===== src/rtl/fdiv_arbiter_if.sv =====
`default_nettype none
// ============================================================================
// fdiv_arbiter_if : requester, divider and response bundle for fdiv_arbiter
// Revision 1.0
// ============================================================================
interface fdiv_arbiter_if #(
   parameter int TAGW = 4
);
   logic            req0_valid;
   logic            req0_ready;
   logic [31:0]     req0_x;
   logic [31:0]     req0_y;
   logic [TAGW-1:0] req0_tag;

   logic            req1_valid;
   logic            req1_ready;
   logic [31:0]     req1_x;
   logic [31:0]     req1_y;
   logic [TAGW-1:0] req1_tag;

   logic            flush;

   logic [31:0]     div_x;
   logic [31:0]     div_y;
   logic [31:0]     div_res;

   logic            rsp0_valid;
   logic [31:0]     rsp0_res;
   logic [TAGW-1:0] rsp0_tag;
   logic            rsp1_valid;
   logic [31:0]     rsp1_res;
   logic [TAGW-1:0] rsp1_tag;

   logic [3:0]      inflight;
   logic            idle;

   // Environment side: requesters plus the shared divider.
   modport master (
      output req0_valid, req0_x, req0_y, req0_tag,
      output req1_valid, req1_x, req1_y, req1_tag,
      output flush, div_res,
      input  req0_ready, req1_ready, div_x, div_y,
      input  rsp0_valid, rsp0_res, rsp0_tag,
      input  rsp1_valid, rsp1_res, rsp1_tag,
      input  inflight, idle
   );

   modport slave (
      input  req0_valid, req0_x, req0_y, req0_tag,
      input  req1_valid, req1_x, req1_y, req1_tag,
      input  flush, div_res,
      output req0_ready, req1_ready, div_x, div_y,
      output rsp0_valid, rsp0_res, rsp0_tag,
      output rsp1_valid, rsp1_res, rsp1_tag,
      output inflight, idle
   );
endinterface
`default_nettype wire


===== src/rtl/fdiv_arbiter.sv =====
`default_nettype none
// ============================================================================
// fdiv_arbiter : two-requester round-robin front end for a pipelined divider
// Revision 1.0
// ============================================================================
module fdiv_arbiter #(
   parameter int LATENCY = 3,
   parameter int TAGW    = 4
) (
   input  logic           clk,
   input  logic           rstn,
   fdiv_arbiter_if.slave  bus
);

   logic                ptr;
   logic                grant0;
   logic                grant1;
   logic                accept;
   logic                retire;

   logic [LATENCY:0]    stg_valid;
   logic [LATENCY:0]    stg_id;
   logic [TAGW-1:0]     stg_tag [LATENCY+1];

   logic [31:0]         div_x_q;
   logic [31:0]         div_y_q;
   logic                rsp0_valid_q;
   logic                rsp1_valid_q;
   logic [31:0]         rsp0_res_q;
   logic [31:0]         rsp1_res_q;
   logic [TAGW-1:0]     rsp0_tag_q;
   logic [TAGW-1:0]     rsp1_tag_q;
   logic [3:0]          inflight_q;

   // Ready is gated by rstn so nothing looks accepted while in reset.
   always_comb begin
      grant0 = 1'b0;
      grant1 = 1'b0;
      if (rstn && !bus.flush) begin
         if (bus.req0_valid && (!bus.req1_valid || !ptr)) begin
            grant0 = 1'b1;
         end else if (bus.req1_valid) begin
            grant1 = 1'b1;
         end
      end
   end

   assign accept = grant0 | grant1;
   assign retire = stg_valid[LATENCY] & ~bus.flush;

   always_ff @(posedge clk or negedge rstn) begin
      if (!rstn) begin
         ptr     <= 1'b0;
         div_x_q <= 32'h0;
         div_y_q <= 32'h0;
      end else if (accept) begin
         ptr     <= grant0;
         div_x_q <= grant1 ? bus.req1_x : bus.req0_x;
         div_y_q <= grant1 ? bus.req1_y : bus.req0_y;
      end
   end

   // Tracking pipe: stage LATENCY lines up with div_res for that operation.
   always_ff @(posedge clk or negedge rstn) begin
      if (!rstn) begin
         stg_valid <= '0;
         stg_id    <= '0;
         for (int i = 0; i <= LATENCY; i++) begin
            stg_tag[i] <= '0;
         end
      end else begin
         stg_valid  <= bus.flush ? '0 : {stg_valid[LATENCY-1:0], accept};
         stg_id     <= {stg_id[LATENCY-1:0], grant1};
         stg_tag[0] <= grant1 ? bus.req1_tag : bus.req0_tag;
         for (int i = 1; i <= LATENCY; i++) begin
            stg_tag[i] <= stg_tag[i-1];
         end
      end
   end

   always_ff @(posedge clk or negedge rstn) begin
      if (!rstn) begin
         rsp0_valid_q <= 1'b0;
         rsp1_valid_q <= 1'b0;
         rsp0_res_q   <= 32'h0;
         rsp1_res_q   <= 32'h0;
         rsp0_tag_q   <= '0;
         rsp1_tag_q   <= '0;
      end else begin
         rsp0_valid_q <= retire & ~stg_id[LATENCY];
         rsp1_valid_q <= retire &  stg_id[LATENCY];
         if (retire && !stg_id[LATENCY]) begin
            rsp0_res_q <= bus.div_res;
            rsp0_tag_q <= stg_tag[LATENCY];
         end
         if (retire && stg_id[LATENCY]) begin
            rsp1_res_q <= bus.div_res;
            rsp1_tag_q <= stg_tag[LATENCY];
         end
      end
   end

   always_ff @(posedge clk or negedge rstn) begin
      if (!rstn) begin
         inflight_q <= 4'd0;
      end else if (bus.flush) begin
         inflight_q <= 4'd0;
      end else if (accept && !retire) begin
         inflight_q <= inflight_q + 4'd1;
      end else if (retire && !accept) begin
         inflight_q <= inflight_q - 4'd1;
      end
   end

   assign bus.req0_ready = grant0;
   assign bus.req1_ready = grant1;
   assign bus.div_x      = div_x_q;
   assign bus.div_y      = div_y_q;
   assign bus.rsp0_valid = rsp0_valid_q;
   assign bus.rsp1_valid = rsp1_valid_q;
   assign bus.rsp0_res   = rsp0_res_q;
   assign bus.rsp1_res   = rsp1_res_q;
   assign bus.rsp0_tag   = rsp0_tag_q;
   assign bus.rsp1_tag   = rsp1_tag_q;
   assign bus.inflight   = inflight_q;
   assign bus.idle       = (inflight_q == 4'd0) && !rsp0_valid_q && !rsp1_valid_q;

endmodule
`default_nettype wire


===== src/flat_wrapper.sv =====
// flat-port wrapper written by rule: the top's interface ports become plain ports
module fdiv_arbiter_flat 
#(
   parameter int LATENCY = 3,
   parameter int TAGW    = 4
)
  (clk, rstn, bus_req0_valid, bus_req0_x, bus_req0_y, bus_req0_tag, bus_req1_valid, bus_req1_x, bus_req1_y, bus_req1_tag, bus_flush, bus_div_res, bus_req0_ready, bus_req1_ready, bus_div_x, bus_div_y, bus_rsp0_valid, bus_rsp0_res, bus_rsp0_tag, bus_rsp1_valid, bus_rsp1_res, bus_rsp1_tag, bus_inflight, bus_idle);
  fdiv_arbiter_if #(.TAGW(TAGW)) bus_i ();
  input  logic clk;
  input  logic rstn;
  input wire logic [$bits(bus_i.req0_valid)-1:0] bus_req0_valid;
  input wire logic [$bits(bus_i.req0_x)-1:0] bus_req0_x;
  input wire logic [$bits(bus_i.req0_y)-1:0] bus_req0_y;
  input wire logic [$bits(bus_i.req0_tag)-1:0] bus_req0_tag;
  input wire logic [$bits(bus_i.req1_valid)-1:0] bus_req1_valid;
  input wire logic [$bits(bus_i.req1_x)-1:0] bus_req1_x;
  input wire logic [$bits(bus_i.req1_y)-1:0] bus_req1_y;
  input wire logic [$bits(bus_i.req1_tag)-1:0] bus_req1_tag;
  input wire logic [$bits(bus_i.flush)-1:0] bus_flush;
  input wire logic [$bits(bus_i.div_res)-1:0] bus_div_res;
  output wire logic [$bits(bus_i.req0_ready)-1:0] bus_req0_ready;
  output wire logic [$bits(bus_i.req1_ready)-1:0] bus_req1_ready;
  output wire logic [$bits(bus_i.div_x)-1:0] bus_div_x;
  output wire logic [$bits(bus_i.div_y)-1:0] bus_div_y;
  output wire logic [$bits(bus_i.rsp0_valid)-1:0] bus_rsp0_valid;
  output wire logic [$bits(bus_i.rsp0_res)-1:0] bus_rsp0_res;
  output wire logic [$bits(bus_i.rsp0_tag)-1:0] bus_rsp0_tag;
  output wire logic [$bits(bus_i.rsp1_valid)-1:0] bus_rsp1_valid;
  output wire logic [$bits(bus_i.rsp1_res)-1:0] bus_rsp1_res;
  output wire logic [$bits(bus_i.rsp1_tag)-1:0] bus_rsp1_tag;
  output wire logic [$bits(bus_i.inflight)-1:0] bus_inflight;
  output wire logic [$bits(bus_i.idle)-1:0] bus_idle;
  assign bus_i.req0_valid = bus_req0_valid;
  assign bus_i.req0_x = bus_req0_x;
  assign bus_i.req0_y = bus_req0_y;
  assign bus_i.req0_tag = bus_req0_tag;
  assign bus_i.req1_valid = bus_req1_valid;
  assign bus_i.req1_x = bus_req1_x;
  assign bus_i.req1_y = bus_req1_y;
  assign bus_i.req1_tag = bus_req1_tag;
  assign bus_i.flush = bus_flush;
  assign bus_i.div_res = bus_div_res;
  assign bus_req0_ready = bus_i.req0_ready;
  assign bus_req1_ready = bus_i.req1_ready;
  assign bus_div_x = bus_i.div_x;
  assign bus_div_y = bus_i.div_y;
  assign bus_rsp0_valid = bus_i.rsp0_valid;
  assign bus_rsp0_res = bus_i.rsp0_res;
  assign bus_rsp0_tag = bus_i.rsp0_tag;
  assign bus_rsp1_valid = bus_i.rsp1_valid;
  assign bus_rsp1_res = bus_i.rsp1_res;
  assign bus_rsp1_tag = bus_i.rsp1_tag;
  assign bus_inflight = bus_i.inflight;
  assign bus_idle = bus_i.idle;
  fdiv_arbiter #(.LATENCY(LATENCY), .TAGW(TAGW)) u_core (.clk(clk), .rstn(rstn), .bus(bus_i));
endmodule

===== config.mk =====
export PLATFORM = sky130hd
export DESIGN_NAME = fdiv_arbiter_flat
export DESIGN_NICKNAME = d
export VERILOG_FILES = /design/src/rtl/fdiv_arbiter_if.sv /design/src/rtl/fdiv_arbiter.sv /design/src/flat_wrapper.sv
export SDC_FILE = /design/constraint.sdc
export NUM_CORES = 1
export LEC_CHECK = 0
export ABC_AREA = 1
export CAP_MARGIN = 40
export CORE_MARGIN = 5
export CORE_UTILIZATION = 41
export DETAILED_ROUTE_END_ITERATION = 7
export PLACE_DENSITY = 0.8
export SLEW_MARGIN = 20
export SYNTH_ARGS = -nofsm -noshare
export SYNTH_HDL_FRONTEND = slang
export SYNTH_SLANG_ARGS = --single-unit

===== constraint.sdc =====
create_clock -name clk -period 2.2 [get_ports clk]
set_clock_uncertainty 0.1 [all_clocks]
set_input_delay 0.33 -clock clk [delete_from_list [all_inputs] [get_ports clk]]
set_output_delay 0.33 -clock clk [all_outputs]
set_load 0.005 [all_outputs]

==> flow_summary.yaml, run 1 <==
run_status:
  status: "finished clean"
drt:
  drt-initial-drc-count: 334
  avgViaCountPerCell: 4.854
  num_vias: 6169
  first_pass_iters: 5
  drc: 0
  drtAntennaViolNets: 0
  detail_route.wl_per_cell_um: 16.54
  drt_wl_total_um: 21020
power_and_ir_drop:
  p_comb_share_pct: 22.7
  switching_share_pct: 26.79
  p_int_mw: 6.285
  p_leak_nw: 5.035
  power_density_mw_per_mm2: 791.2
  seq_power_share_pct: 43.6
  peakVddDrop_v: 0.0005543
  p_sw_mw: 2.300
  p_clk_share_pct: 33.7
sta:
  fin_tns_setup_ns: 0
  hold_viol_final: 0
  setup_viol: 0
  post-route-period-util_pct: 96.47
  rsz0062_at_grt: "no"
  slew_headroom_pct: 42.08
  clock.fmax_mhz: 471.2
  layout_min_cycle_time_ns: 2.122
  maxSlewViolCount: 0
  worst_pin_slew_ns: 0.8687
clock_network:
  clk_path_buf_depth: 2
  cts.sinks: 167
  cts_made_buffers: 17
  clock_latency_ns: 0.42
  h-tree-depth: 4
  path_clk_slew_ns: 0.06
  clock-root-buffer: "clkbuf_16"
  cts_tree: "done"
placement:
  portBuffers: 317
  dp_hpwl_um: 14870
  dpl-instance-area_mm2: 0.01024
  gp_congestion: 0.8896
  dp_cells: 1234
setup_path:
  critPathRequiredTime_ns: 1.77
  crit_path_end_kind: "output port"
  crit_slowest_cell: "dlygate4sd3_1"
  crit_type: "in2out"
  crit_chain: "dlygate4sd3_1 -> buf_6 -> nand3_4 -> buf_4 -> inv_4 -> nand2_4 -> inv_2 -> dlygate4sd2_1"
  crit_fanout: 5
  arrival_ns: 1.69
  crit_path_start_kind: "input port"
  cp_slowest_stage_delay_ns: 0.57
layout:
  final_area_mm2: 0.01085
  final_core_util_pct: 65.90
  fin_cells: 1271
  nets: 1213
  area_growth_pct: 58.97
  drive_gt1_share_pct: 9.238
yosys:
  syn_area_mm2: 0.006825
  syn_avg_cell_area_um2: 9.493
  yosys_warnings: 0
  synth-seq-cells: 167
  yosysSeqAreaShare_pct: 61.23
  syn_inst: 719
  syn_nets: 895
  ys_types: 27
floorplan:
  die_w_um: 139.0
  die_h_um: 139.0
  start_util_pct: 41.45
  dieArea_mm2: 0.01933
  num_io_pins: 318
  rows: 47
  coreArea_mm2: 0.01647
run:
  cap_violations: 0
global_route:
  grt_pass1_wl_um: 33140
  grt_max_degree: 165
  track_usage_pct: 21.39
  overflow: 0
  grt_pass1_vias: 6224
  grt_antenna_before_repair: 1
worst_hold_path:
  hold_path_class: "reg2reg"
synthesized netlist by cell type, drive strengths merged:
master | number | share of area, %
nand2 | 239 | 14
dfrtp | 167 | 61
nand3 | 133 | 11
o21ai | 74 | 5.5
inv | 49 | 2.7
buf | 38 | 3.9
nor2 | 9 | 0.92
clkbuf | 4 | 0.26
ha | 2 | 0.37
a21oi | 1 | 0.073
fa | 1 | 0.29
nor3 | 1 | 0.073
xnor2 | 1 | 0.13
power groups by stage:
stage	Clock [mW]	Sequential, mW	Combinational [mW]
2_1_floorplan	0	3.80	0.546
3_3_place_gp	0	3.78	1.92
3_5_place_dp	0	3.78	1.96
4_1_cts	2.96	3.74	1.97
5_1_grt	3.09	3.79	2.13
6_report	2.90	3.74	1.95
registers in the layout, summed over array words and instances (netlist names):
name	count
u_core.bus.div_x	32
u_core.bus.rsp1_valid	1
u_core.bus.div_y	32
u_core.bus.rsp1_tag	4
u_core.bus.inflight	4
u_core.stg_valid	4
u_core.bus.rsp0_valid	1
u_core.stg_tag	16
u_core.ptr	1
u_core.bus.rsp0_tag	4
u_core.bus.rsp1_res	32
u_core.stg_id	4
u_core.bus.rsp0_res	32
final cells by class:
cell class | count | area, µm²
clock buffer | 17 | 425.4
antenna | 1 | 2.502
inverter | 49 | 186.4
timing repair buffer | 341 | 3457
clock inverter | 15 | 141.4
sequential | 167 | 4180
fill | 1338 | 5615
tap | 220 | 275.3
multi-input combinational | 461 | 2182
through the flow:
step | power, mW | hold WS, ns | setup slack, ns
after global routing | 9.016 | 0.2501 | 0.02126
after global placement | 5.700 | 0.04020 | -0.05921
after floorplan | 4.345 | -0.06559 | 0.3512
after CTS | 8.673 | 0.1878 | 0.001175
final | 8.585 | 0.2454 | 0.07758
after detailed placement | 5.743 | 0.04241 | -0.1900
final timing paths:
path	startpoint	end	slack [ns]	cells past startpoint
min reg2reg	u_core.stg_tag[6]	u_core.stg_tag[2]	0.25	0
max	rstn	bus_req1_ready	0.08	8
max reg2reg	u_core.ptr	u_core.bus.inflight[3]	0.32	13
min	u_core.stg_tag[6]	u_core.stg_tag[2]	0.25	0
min in group asynchronous	rstn	u_core.bus.div_y[30]	0.33	3
max in group asynchronous	rstn	u_core.bus.div_x[15]	0.65	4
placed cells by master, fill, tap and decap left out, drive strengths merged:
cell	n
a21oi	1
buf	24
bufinv	1
clkbuf	17
clkdlybuf4s50	313
clkinv	5
clkinvlp	2
dfrtp	167
diode	1
dlygate4sd2	2
dlygate4sd3	1
dlymetal6s2s	1
fa	1
ha	2
inv	56
nand2	239
nand3	133
nor2	9
nor3	1
o21ai	74
xnor2	1
repair_timing:
item | CTS | global route
gates resized for setup | 2 | 4
hold endpoints to repair | 3 | 0
setup endpoints to repair | 2 | 3
hold buffers | 1 | 0
buffers inserted | 0 | 3
kinds of logic after synthesis:
kind of cell    count (synthesis)  share of synthesized area (%)
xor+xnor                        1                         0.1283
fa+ha+maj                       3                         0.6599
buf+inv                        91                          6.856
simple gates                  382                          25.57
compound gates                 75                          5.554
flops                         167                          61.23
critical path, delay by kind of cell:
| kind | cells | cell delay, ns |
|---|---|---|
| AND/OR/NAND/NOR | 2 | 0.14 |
| buffers and inverters | 6 | 1.22 |
layer usage:
metal  track usage [%]  up-vias  share of wire, %
li1                  -     2947                 -
met1             25.93     2935                39
met2             34.72      258                48
met3             9.207       29                11
met4             6.746        0               1.9
met5                 0        -                 0
(Power assumes the default switching activity.)
==> run 2, diff against run 1 <==
- CAP_MARGIN: 40 -> 0
==> results of run 2 <==
Final layout, timing and power as in run 1 (identical DEF).
